$ cat src/rtl/wb_dma_ch_sched_pkg.sv
// -----------------------------------------------------------------------------
// wb_dma_ch_sched_pkg
// Shared definitions for the DMA channel scheduler:
//   - sched_state_t : 2-bit scheduler state encoding (IDLE/ARB/START/BUSY)
//   - WDMA_PRI_LSB/MSB : location of the 3-bit priority field inside a CSR
//   - CH_SEL_W : width of the channel-select bus
// No ports (package).
// -----------------------------------------------------------------------------
package wb_dma_ch_sched_pkg;

    typedef enum logic [1:0] {
        WDMA_SCHED_IDLE  = 2'd0,
        WDMA_SCHED_ARB   = 2'd1,
        WDMA_SCHED_START = 2'd2,
        WDMA_SCHED_BUSY  = 2'd3
    } sched_state_t;

    localparam int WDMA_PRI_LSB = 13;
    localparam int WDMA_PRI_MSB = 15;
    localparam int CH_SEL_W     = 5;

endpackage

$ cat src/rtl/wb_dma_rr_pick.sv
// -----------------------------------------------------------------------------
// wb_dma_rr_pick
// Combinational round-robin picker. Returns the first set bit of the
// candidate mask searching upward from i_last+1, wrapping at CH_COUNT-1.
// Ports:
//   i_cand  [CH_COUNT-1:0]  candidate mask (already priority-filtered)
//   i_last  [4:0]           channel served most recently
//   o_pick  [4:0]           chosen channel (0 when the mask is empty)
// -----------------------------------------------------------------------------
module wb_dma_rr_pick
    import wb_dma_ch_sched_pkg::*;
#(
    parameter int CH_COUNT = 8
) (
    input  logic [CH_COUNT-1:0] i_cand,
    input  logic [CH_SEL_W-1:0] i_last,
    output logic [CH_SEL_W-1:0] o_pick
);

    logic [2*CH_COUNT-1:0] w_dbl;
    logic [CH_COUNT-1:0]   w_rot;
    logic [CH_SEL_W:0]     w_shift;

    // Doubling the mask turns the wrap-around search into a plain right shift:
    // bit j of w_rot is candidate (i_last+1+j) mod CH_COUNT.
    assign w_dbl   = {i_cand, i_cand};
    assign w_shift = {1'b0, i_last} + 6'd1;
    assign w_rot   = CH_COUNT'(w_dbl >> w_shift);

    always_comb begin
        logic v_found;
        int   v_sum;
        v_found = 1'b0;
        v_sum   = 0;
        o_pick  = '0;
        for (int j = 0; j < CH_COUNT; j++) begin
            if (!v_found && w_rot[j]) begin
                v_found = 1'b1;
                v_sum   = int'(i_last) + 1 + j;
                if (v_sum >= CH_COUNT) begin
                    v_sum = v_sum - CH_COUNT;
                end
                o_pick = CH_SEL_W'(v_sum);
            end
        end
    end

endmodule

$ cat src/rtl/wb_dma_ch_sched.sv
// -----------------------------------------------------------------------------
// wb_dma_ch_sched
// DMA channel scheduler. Qualifies requests with enables, picks the highest
// priority requester (round-robin among equals), issues a one-cycle start
// pulse and holds the grant until the engine signals done/done_all/err.
// Ports:
//   i_clk, i_rst (sync, active-low)
//   i_ch_req, i_ch_en [CH_COUNT]   per-channel request / enable
//   i_ch_pri [PRI_W*CH_COUNT]      packed priorities, ch i at [PRI_W*i +: PRI_W]
//   i_pause                        blocks new grants (checked in IDLE only)
//   i_dma_busy                     engine busy, blocks new grants
//   i_dma_done/_done_all/_err      grant terminators (only honoured in BUSY)
//   o_ch_sel [5]                   selected channel
//   o_ch_sel_vld                   o_ch_sel owns the engine
//   o_de_start                     one-cycle start pulse
//   o_sched_idle                   scheduler is idle
// -----------------------------------------------------------------------------
module wb_dma_ch_sched
    import wb_dma_ch_sched_pkg::*;
#(
    parameter int CH_COUNT = 8,
    parameter int PRI_W    = 3
) (
    input  logic                      i_clk,
    input  logic                      i_rst,
    input  logic [CH_COUNT-1:0]       i_ch_req,
    input  logic [CH_COUNT-1:0]       i_ch_en,
    input  logic [PRI_W*CH_COUNT-1:0] i_ch_pri,
    input  logic                      i_pause,
    input  logic                      i_dma_busy,
    input  logic                      i_dma_done,
    input  logic                      i_dma_done_all,
    input  logic                      i_dma_err,
    output logic [CH_SEL_W-1:0]       o_ch_sel,
    output logic                      o_ch_sel_vld,
    output logic                      o_de_start,
    output logic                      o_sched_idle
);

    sched_state_t        r_state;
    sched_state_t        w_next;
    logic [CH_SEL_W-1:0] r_ch_sel;
    logic [CH_SEL_W-1:0] r_last_ch;
    logic                r_ch_sel_vld;
    logic                r_de_start;

    logic [CH_COUNT-1:0] w_vreq;
    logic [CH_COUNT-1:0] w_cand;
    logic [PRI_W-1:0]    w_maxp;
    logic [CH_SEL_W-1:0] w_pick;
    logic                w_term;

    assign w_vreq = i_ch_req & i_ch_en;
    // Coincident terminators collapse into a single release.
    assign w_term = i_dma_done | i_dma_done_all | i_dma_err;

    always_comb begin
        w_maxp = '0;
        for (int i = 0; i < CH_COUNT; i++) begin
            if (w_vreq[i] && (i_ch_pri[PRI_W*i +: PRI_W] > w_maxp)) begin
                w_maxp = i_ch_pri[PRI_W*i +: PRI_W];
            end
        end
    end

    always_comb begin
        w_cand = '0;
        for (int i = 0; i < CH_COUNT; i++) begin
            w_cand[i] = w_vreq[i] && (i_ch_pri[PRI_W*i +: PRI_W] == w_maxp);
        end
    end

    wb_dma_rr_pick #(
        .CH_COUNT (CH_COUNT)
    ) u_rr_pick (
        .i_cand (w_cand),
        .i_last (r_last_ch),
        .o_pick (w_pick)
    );

    always_comb begin
        w_next = r_state;
        case (r_state)
            WDMA_SCHED_IDLE: begin
                if ((|w_vreq) && !i_pause && !i_dma_busy) begin
                    w_next = WDMA_SCHED_ARB;
                end
            end
            WDMA_SCHED_ARB: begin
                // Request may be withdrawn in the arbitration cycle.
                w_next = (|w_vreq) ? WDMA_SCHED_START : WDMA_SCHED_IDLE;
            end
            WDMA_SCHED_START: begin
                w_next = WDMA_SCHED_BUSY;
            end
            WDMA_SCHED_BUSY: begin
                if (w_term) begin
                    w_next = WDMA_SCHED_IDLE;
                end
            end
            default: w_next = WDMA_SCHED_IDLE;
        endcase
    end

    always_ff @(posedge i_clk) begin
        if (!i_rst) begin
            r_state      <= WDMA_SCHED_IDLE;
            r_ch_sel     <= '0;
            r_ch_sel_vld <= 1'b0;
            r_de_start   <= 1'b0;
            r_last_ch    <= CH_SEL_W'(CH_COUNT - 1);
        end else begin
            r_state    <= w_next;
            // High exactly while the state register holds START.
            r_de_start <= (r_state == WDMA_SCHED_ARB) && (|w_vreq);
            if ((r_state == WDMA_SCHED_ARB) && (|w_vreq)) begin
                r_ch_sel     <= w_pick;
                r_ch_sel_vld <= 1'b1;
            end
            // ch_sel is kept after release for register-file write-back.
            if ((r_state == WDMA_SCHED_BUSY) && w_term) begin
                r_last_ch    <= r_ch_sel;
                r_ch_sel_vld <= 1'b0;
            end
        end
    end

    assign o_ch_sel     = r_ch_sel;
    assign o_ch_sel_vld = r_ch_sel_vld;
    assign o_de_start   = r_de_start;
    assign o_sched_idle = (r_state == WDMA_SCHED_IDLE);

endmodule

$ cat config.mk
export PLATFORM = sky130hd
export DESIGN_NAME = wb_dma_ch_sched
export DESIGN_NICKNAME = d
export VERILOG_FILES = /design/src/rtl/wb_dma_ch_sched_pkg.sv /design/src/rtl/wb_dma_rr_pick.sv /design/src/rtl/wb_dma_ch_sched.sv
export SDC_FILE = /design/constraint.sdc
export NUM_CORES = 1
export LEC_CHECK = 0
export CAP_MARGIN = 20
export CORE_AREA = 4 4 93 95
export CTS_CLUSTER_DIAMETER = 100
export CTS_CLUSTER_SIZE = 28
export DETAILED_ROUTE_END_ITERATION = 12
export DIE_AREA = 0 0 97 99
export PLACE_DENSITY = 0.81
export SLEW_MARGIN = 30
export SYNTH_ARGS = -nofsm -noshare
export SYNTH_HDL_FRONTEND = slang
export SYNTH_SLANG_ARGS = --single-unit
$ cat constraint.sdc
create_clock -name i_clk -period 22.9 [get_ports i_clk]
set_input_delay 6.87 -clock i_clk [delete_from_list [all_inputs] [get_ports i_clk]]
set_output_delay 6.87 -clock i_clk [all_outputs]
set_load 0.02 [all_outputs]
; ---- Yosys cells after proc, flatten, opt, wreduce, memory -nomap -nowiden
; Index checks and enable logic that the tools add are counted.
[classes]
add_sub_neg = 17
n_mul = 0
n_div = 0
order_cmp = 16
n_eq_ne = 13
shift = 1
n_mux = 35
n_bitwise = 4
reduce_logical = 40
[op_table]
columns = operator, count
row1 = $ge 32x5->1 const B, 7
row2 = $mux 5, 16
row3 = $sub 5x5->5 const B, 8
row4 = $add 6x3->7 const B, 4
row5 = $logic_and 1x1->1, 27
row6 = $eq 3x3->1, 8
row7 = $mux 3, 8
row8 = $gt 3x3->1, 7
row9 = $shr 16x6->8, 1
row10 = $add 6x2->7 const B, 2
row11 = $add 5x1->6 const B, 2
row12 = $logic_not 1->1, 9
row13 = $and 8x8->8, 1
row14 = $pmux 2 s4, 1
row15 = $reduce_or 8->1, 1
row16 = $add 6x1->7 const B, 1
row17 = $mux 1, 7
row18 = $ge 6x4->1 const B, 1
row19 = $mux 2, 3
row20 = $eq 2x2->1 const B, 2
row21 = $gt 3x1->1 const B, 1
row22 = $eq 2x1->1 const B, 1
row23 = $logic_not 2->1, 1
row24 = $ne 2x1->1 const B, 1
row25 = 5 further kinds, 6
[word_totals]
register_bits = 14
latchBits = 0
mem_bits_rw = 0
romBits = 0
input_bits = 47
out_inout_bits = 8
memories = 0

; ---- Logic depth before layout (Yosys ltp)
; Gate-level depths: netlist (run 1).
[depth]
ltp_word = 49
depth_mapped = 65
ltp_nobuf = 59

; ---- Modules after synthesis
; A second synthesis (run 1) with hierarchy kept.
[hier_totals]
hier_cells = 550
hier_area_um2 = 4271.6
[modules_own_cells]
columns = module, n_inst, cells_each, area_each_um2
row1 = wb_dma_rr_pick, 1, 293, 2369.8
row2 = wb_dma_ch_sched, 1, 257, 1901.8

; ---- Least setup slack after synthesis (run 1)
; Ideal clock, no wire load.
[synth_path]
path_kind = input -> register
start = input port i_ch_req[0]
end = register r_ch_sel[1], in the netlist o_ch_sel[1]
arrival_ns = 18.315
required_time_ns = 22.783
setup_slack_ns = 4.467
path_stages = 61
cell_sequence = nand3_1 -> ha_1 -> nor2_1 -> a31oi_1 -> buf_4 -> and2_1 -> mux2_2 -> ha_1 -> nor2_1 -> a221o_1 -> o211ai_1 -> a21boi_1 -> mux2_1 -> ha_1 -> nor2_1 -> o2111ai_1 -> o211a_2 -> and2_1 -> [25 not listed] -> o21a_1 -> o21ai_1 -> nor2_1 -> a21oi_1 -> nor2b_1 -> a32oi_4 -> mux2_4 -> a2111oi_2 -> a2111oi_0 -> a311o_1 -> or3_1 -> buf_2 -> and4_4 -> buf_6 -> and4_4 -> buf_6 -> a211o_1 -> a32o_1
[synth_via]
elab_chain_len = 49
elab_cells_between_ends = 72
[synth_lines]
columns = element, line_no
row1 = start: declaration, wb_dma_ch_sched.sv:26  ; input logic [CH_COUNT-1:0] i_ch_req,
row2 = $and 8x8->8 *, wb_dma_ch_sched.sv:53  ; assign w_vreq = i_ch_req & i_ch_en;
row3 = $logic_and 1x1->1, wb_dma_ch_sched.sv:60  ; if (w_vreq[i] && (i_ch_pri[PRI_W*i +: PRI_W] > w_maxp)) begin
row4 = $mux 3, wb_dma_ch_sched.sv:60
row5 = $gt 3x3->1, wb_dma_ch_sched.sv:60
row6 = $logic_and 1x1->1, wb_dma_ch_sched.sv:60
row7 = $mux 3, wb_dma_ch_sched.sv:60
row8 = $gt 3x3->1, wb_dma_ch_sched.sv:60
row9 = $logic_and 1x1->1, wb_dma_ch_sched.sv:60
row10 = [33 not listed], n/a
row11 = $logic_and 1x1->1, wb_dma_rr_pick.sv:37  ; if (!v_found && w_rot[j]) begin
row12 = $mux 1, wb_dma_rr_pick.sv:37
row13 = $logic_not 1->1, wb_dma_rr_pick.sv:37
row14 = $logic_and 1x1->1, wb_dma_rr_pick.sv:37
row15 = $mux 1, wb_dma_rr_pick.sv:37
row16 = $logic_not 1->1, wb_dma_rr_pick.sv:37
row17 = $logic_and 1x1->1, wb_dma_rr_pick.sv:37
row18 = $mux 5, wb_dma_rr_pick.sv:37
row19 = end signal: assignment, wb_dma_ch_sched.sv:117  ; r_ch_sel <= w_pick;
row20 = end: declaration, wb_dma_ch_sched.sv:42  ; logic [CH_SEL_W-1:0] r_ch_sel;
; Mark *: on every way between the ends. The rest lies on a longest branch, timed or not.
; A chain may end at the register's enable or synchronous reset.

; ---- Final worst setup path (run 1)
[layout_path]
start = input port i_ch_req[0]
end = register r_ch_sel[2], in the netlist o_ch_sel[2]
; Same word-level chain as after synthesis.

==> results.md, run 1 <==
- Global-route usage over all layers: 27.8%
- Avg Inst Size Synth: 7.08 um^2
- Clk_skew: 0.00528 ns
- Core area: 7730 um^2
- Sink Count: 14
- Share of layout cells above drive strength 1: 8.36%
- Crit path max fanout: 18
- Buffers added on ports: 54
- Initial antenna violation count: 0
- Final worst-path cycle share: 90.8%
- Total Neg Setup Slack: 0 ns
- Die height: 99 um
- Wirelength per Cell: 18.7 um
- Post-Syn Nets: 705
- Int Pwr: 0.0939 mW
- GP Congestion: 0.993
- Most frequent CP cell: ha_1
- RSZ-0062 raised after global routing: false
- Leakage: 1.96 nW
- # DRC: 0
- Seq/Total Area, Yosys: 6.34%
- Worst Path Arrival: 20.89 ns
- Final antenna-violating net count: 0
- Comb pwr share: 72.3%
- DR vias: 5319
- R2R depth: 13
- Switching power: 0.0905 mW
- Worst setup EP type: flip-flop
- Global-route wire length before repair: 23.0 mm
- Ant diodes: 0
- Status: finished, final reports clean
- Final layout net count: 739
- Sequential share of power: 14.5%
- Slowest cell on crit path: a31oi_1
- HP Class: reg -> reg
- Largest net degree at the start of global routing: 28
- Post-CTS sizing: 0
- Fin crit period: 20.78 ns
- Row cnt: 32
- Final setup violation count: 0
- Critical path launch point type: input pin
- Final Hold Viols: 0
- Max-cap violations: 0
- Syn-to-layout area delta: 14.5%
- Post-synth ARST share: 0%
- IO Pins: 55
- Switching Fraction: 49.1%
- Chip width: 97 um
- Synthesized area: 4420 um^2
- Slew Limit Fails: 0
- 1st-pass router iterations: 5
- Synth Instances: 625
- Worst Hold Slack: 0.499 ns
- Worst Tran Pin Value: 0.825 ns
- Most common cell after layout, fill and taps aside: nand2_1
- Root buf cell: clkbuf_8
- Fillers: 680
- Hold buffers post-CTS: 0
- Number of CTS-inserted buffers: 3
- Req. time, crit path: 23.01 ns
- PD cells: 36.4 nW/um^2
- Vias in the first global route: 4694
- Library cells used by synthesis: 99
- Synth warn: 0
- Detail Placement HPWL: 11.2 mm
- Initial Util: 57.2%
- Final core utilization: 65.5%
- CTS tree: done
- Max stage delay on crit path: 0.59 ns
- CTS clk-pin slew, worst paths: 0.06 ns
- Max Freq: 48.1 MHz
- Aggregate routed wire length: 14.2 mm
- H-tree levels: 1
- Drt initial violations: 590
- DR vias/cell: 7.00
- Die area: 9600 um^2
- Post-CTS setup buffers: 0
- R2R setup slack: 18.83 ns
- Grt ovf: 0
- Rel. slew slack: 44.3%
- Top FF cell, synth: dfxtp_1
- CP Class: in -> reg
- Synthesized flop and latch total: 14
- Post-synth EDFFs: 0
- Worst-Skew Late Latency: 0.25 ns
- Max Root-Sink Buffers: 2
- Hold path depth: 1
- Commonest cells after routing, fill and taps aside: 56 x nand2_1, 54 x clkdlybuf4s50_1, 50 x nor2_1
- Maximum vdd drop: 39.0 uV
- Clock power share: 13.1%
[through the flow]
stage / area (um^2) / power (mW) / instances / setup WS (ns)
2_1_floorplan: 4420 / 0.123 / 625 / 4.47
3_3_place_gp: 5000 / 0.154 / 756 / 2.26
3_5_place_dp: 5000 / 0.156 / 756 / 1.81
4_1_cts: 5060 / 0.181 / 760 / 2.01
5_1_grt: 5060 / 0.197 / 760 / 0.880
6_report: 5060 / 0.184 / 760 / 2.12
[path summary, 6_finish.rpt]
kind,startpoint,end
hold / removal,o_ch_sel_vld,o_ch_sel_vld
hold reg to reg,o_ch_sel_vld,o_ch_sel_vld
setup reg to reg,r_last_ch[1],o_ch_sel[4]
setup / recovery,i_ch_req[0],o_ch_sel[2]
[final cells by class]
type                            count  area [um^2]  share of cell area (%)
Inverter                           30          113                    2.22
Multi-Input combinational cell    549         3890                    76.9
Timing Repair Buffer               61          593                    11.7
Clock buffer                        4         55.1                    1.09
Sequential cell                    14          280                    5.53
Tap cell                          102          128                    2.52
[power groups by stage]
stage | registers [mW] | clock network, mW | logic (mW)
2_1_floorplan | 0.0282 | 0 | 0.0943
3_3_place_gp | 0.0272 | 0 | 0.127
3_5_place_dp | 0.0273 | 0 | 0.129
4_1_cts | 0.0268 | 0.0243 | 0.130
5_1_grt | 0.0270 | 0.0256 | 0.145
6_report | 0.0268 | 0.0242 | 0.133
[synth_stat cells (9+ instances only)]
| master | n | area, um^2 |
|---|---|---|
| nand4_1 | 18 | 113 |
| inv_1 | 27 | 101 |
| and3_1 | 12 | 75.1 |
| clkbuf_1 | 22 | 82.6 |
| or3_1 | 9 | 56.3 |
| and2_1 | 9 | 56.3 |
| nor2b_1 | 9 | 56.3 |
| o211ai_1 | 12 | 90.1 |
| nor2_1 | 50 | 188 |
| xnor2_1 | 30 | 263 |
| nor3_1 | 22 | 110 |
| nand2_1 | 56 | 210 |
| dfxtp_1 | 14 | 280 |
| a21oi_1 | 29 | 145 |
| o2111ai_1 | 9 | 78.8 |
| a31oi_1 | 13 | 81.3 |
| o21ai_0 | 23 | 115 |
| nand3_1 | 38 | 190 |
| ha_1 | 33 | 413 |
[cells by family after synthesis]
logic type	share of synthesized area (%)
compound gates	37.1
xor+xnor	7.33
fa+ha+maj	10.0
buf+inv	5.86
flops	6.34
mux	3.00
simple gates	30.4
[routing by layer]
layer	vias up	track usage (%)	routed length, um
met5	-	0	0
met4	0	7.67	305
met3	39	4.32	1440
met2	299	43.6	6210
met1	2496	39.5	6230
li1	2485	-	-
[worst max-delay path, delay by kind of cell]
kind | cells | cell delay [ns]
AOI/OAI and AO/OA | 25 | 6.09
adders and majority gates | 8 | 2.47
buffers and inverters | 2 | 0.70
muxes | 3 | 1.07
and+or+nand+nor | 18 | 3.67
[registers in the layout, indices dropped and copies added (netlist names), named ones only]
name	cells
o_ch_sel	5
r_last_ch	5
o_ch_sel_vld	1
o_de_start	1
r_state	1
No activity file was read; power rests on OpenSTA's default activity.
==> run 2, diff against run 1 <==
Settings changed: SLEW_MARGIN 30 to 10.
==> run 2 against run 1 <==
Against the previous run:
- register-to-register slack improved by 0.04 ns
- maximum frequency fell by 2.3%
- sequential share of layout area barely moved
- first-iteration DRC count rose by 11%
- non-clock buffer count rose by 1
- wire length rose by 0.56%
- clock-buffer cell count did not move
- critical path type unchanged
- largest cell class unchanged
- largest power group unchanged
==> results.md, run 2 (same netlist as run 1, synthesis figures left out) <==
- Root buf cell: clkbuf_8
- Drt initial violations: 653 (+11%)
- Hold path start: o_ch_sel_vld
- Wirelength per Cell: 18.7 um (+0.42%)
- Aggregate routed wire length: 14.3 mm (+0.56%)
- HP Class: reg -> reg
- Die area: 9600 um^2 (unchanged)
- Number of CTS-inserted buffers: 3 (unchanged)
- Most frequent CP cell: ha_1
- Max Root-Sink Buffers: 2 (unchanged)
- Sequential share of power: 14.6% (about the same)
- Switching power: 0.0904 mW (-0.10%)
- Fin crit period: 21.27 ns (+0.486 ns)
- Register area: 280 um^2 (unchanged)
- Int Pwr: 0.0937 mW (-0.14%)
- Rel. slew slack: 28.9% (-15 points)
- Final Hold Viols: 0 (unchanged)
- Detail Placement HPWL: 11.1 mm (-0.87%)
- R2R depth: 13 (unchanged)
- Leakage: 1.96 nW (+0.19%)
- Initial antenna violation count: 0 (unchanged)
- H-tree levels: 1 (unchanged)
- Maximum vdd drop: 26.3 uV (-33%)
- Final worst-path cycle share: 92.9% (+2.1 points)
- Clk_skew: 0.00563 ns (+0.000354 ns)
- Slew Limit Fails: 0 (unchanged)
- DR vias: 5310 (-0.17%)
- CTS clk-pin slew, worst paths: 0.06 ns (about the same)
- Ant diodes: 0 (unchanged)
- GP Congestion: 0.993 (unchanged)
- Max stage delay on crit path: 0.82 ns (+0.23 ns)
- RR Endpoint: o_ch_sel[4]
- Clock power share: 12.9% (-0.2 points)
- Initial Util: 57.2% (unchanged)
- Max-cap violations: 0 (unchanged)
- Row cnt: 32 (unchanged)
- Most common cell after layout, fill and taps aside: nand2_1
- Post-place instance area: 5000 um^2 (-0.15%)
- Grt ovf: 0 (unchanged)
- Design area: 5060 um^2 (-0.12%)
- Comb pwr share: 72.6% (+0.3 points)
- Syn-to-layout area delta: 14.3%
- Buffers added on ports: 54 (unchanged)
- PD cells: 36.4 nW/um^2 (about the same)
- Worst-Skew Late Latency: 0.24 ns (about the same)
- Final layout net count: 740 (+0.14%)
- CP Class: in -> reg
- Worst Path Arrival: 21.36 ns (+0.47 ns)
- Hold path endpoint: o_ch_sel_vld
- Total Neg Setup Slack: 0 ns (unchanged)
- Req. time, crit path: 22.99 ns (-0.02 ns)
- Hold buffers post-CTS: 0 (unchanged)
- Hold path depth: 1 (unchanged)
- Critical path launch point type: input pin
- Die height: 99 um (unchanged)
- R2R setup slack: 18.87 ns (+0.04 ns)
- Share of layout cells above drive strength 1: 8.19% (-0.16 points)
- Largest net degree at the start of global routing: 28 (unchanged)
- Delay-heaviest family, CP: compound AO/OA/AOI/OAI gates
- Switching Fraction: 49.1% (about the same)
- Worst setup EP type: flip-flop
- Area taken by multi-input logic gates: 3880 um^2 (-0.29%)
- Crit path max fanout: 14 (-4)
- IO Pins: 55 (unchanged)
- DR vias/cell: 6.98 (-0.30%)
- Slowest cell on crit path: o21ai_1
- Global-route wire length before repair: 23.1 mm (about the same)
- Sink Count: 14 (unchanged)
- Final setup violation count: 0 (unchanged)
- Post-CTS setup buffers: 0 (unchanged)
- WP depth: 55 (-1.8%)
- Commonest cells after routing, fill and taps aside: 56 x nand2_1, 54 x clkdlybuf4s50_1, 50 x nor2_1
- 1st-pass router iterations: 6 (+1)
- Post-CTS sizing: 0 (unchanged)
- Vias in the first global route: 4668 (-0.55%)
- Final Power: 0.184 mW (-0.12%)
- Core area: 7730 um^2 (unchanged)
- RSZ-0062 raised after global routing: false
- Global-route usage over all layers: 27.8% (-0.055 points)
- Worst Path Buf+Inv: 3 (+1)
- Worst Tran Pin Value: 1.06 ns (+0.235 ns)
- Chip width: 97 um (unchanged)
- CTS tree: done
- Worst R2R Start: r_last_ch[0]
- # DRC: 0 (unchanged)
- Status: finished, final reports clean
- Fillers: 676 (-0.59%)
- Final antenna-violating net count: 0 (unchanged)
- Max Freq: 47.0 MHz (-2.3%)
-- run 2: area by class of cell --
cell class                 count  area share (%)
inverter                      30            2.23
clock buffer                   4            1.09
multi-input combinational    549            76.8
timing repair buffer          62            11.8
sequential                    14            5.54
tap                          102            2.52
-- run 2: layer usage --
metal	GRT usage, %	wire, um	vias to the layer above	part of all wire [%]
li1	-	-	2484	-
met1	39.5	6120	2432	43
met2	42.9	6210	350	44
met3	5.02	1590	44	11
met4	7.56	352	0	2.5
met5	0	0	-	0
-- run 2: stage by stage --
stage	instances	hold WS, ns	util, %	setup WS (ns)
after CTS	760	0.507	65.4	1.95
after detailed placement	756	0.494	64.7	1.81
after floorplan	625	0.497	-	4.47
after global routing	761	0.529	65.4	0.691
after global placement	756	0.484	64.7	2.26
final	761	0.500	65.4	1.63
-- run 2: worst max path at each step --
stage	start	to	slack, ns
final	i_ch_req[0]	o_ch_sel[2]	1.63
after global routing	i_ch_en[0]	o_ch_sel[2]	0.69
after CTS	i_ch_en[0]	o_ch_sel[2]	1.95
after detailed placement	i_ch_en[0]	o_ch_sel[2]	1.81
after global placement	i_ch_req[0]	o_ch_sel[2]	2.26
after floorplan	i_ch_req[0]	o_ch_sel[1]	4.47
-- run 2: power by group through the flow --
stage	sequential [mW]	combinational, mW	clock [mW]
final	0.0269	0.134	0.0237
after detailed placement	0.0273	0.129	0
after CTS	0.0268	0.130	0.0244
after floorplan	0.0282	0.0943	0
after global routing	0.0270	0.144	0.0260
after global placement	0.0272	0.127	0
-- run 2: worst register-to-register path: cells and delay by family (launching register included) --
kind,cells,cell delay [ns]
AOI/OAI and AO/OA,5,1.22
xor gates and xnor gates,2,0.73
buffers and inverters,2,0.60
DFF,1,0.31
and+or+nand+nor,1,0.08
adders and majority gates,3,0.97
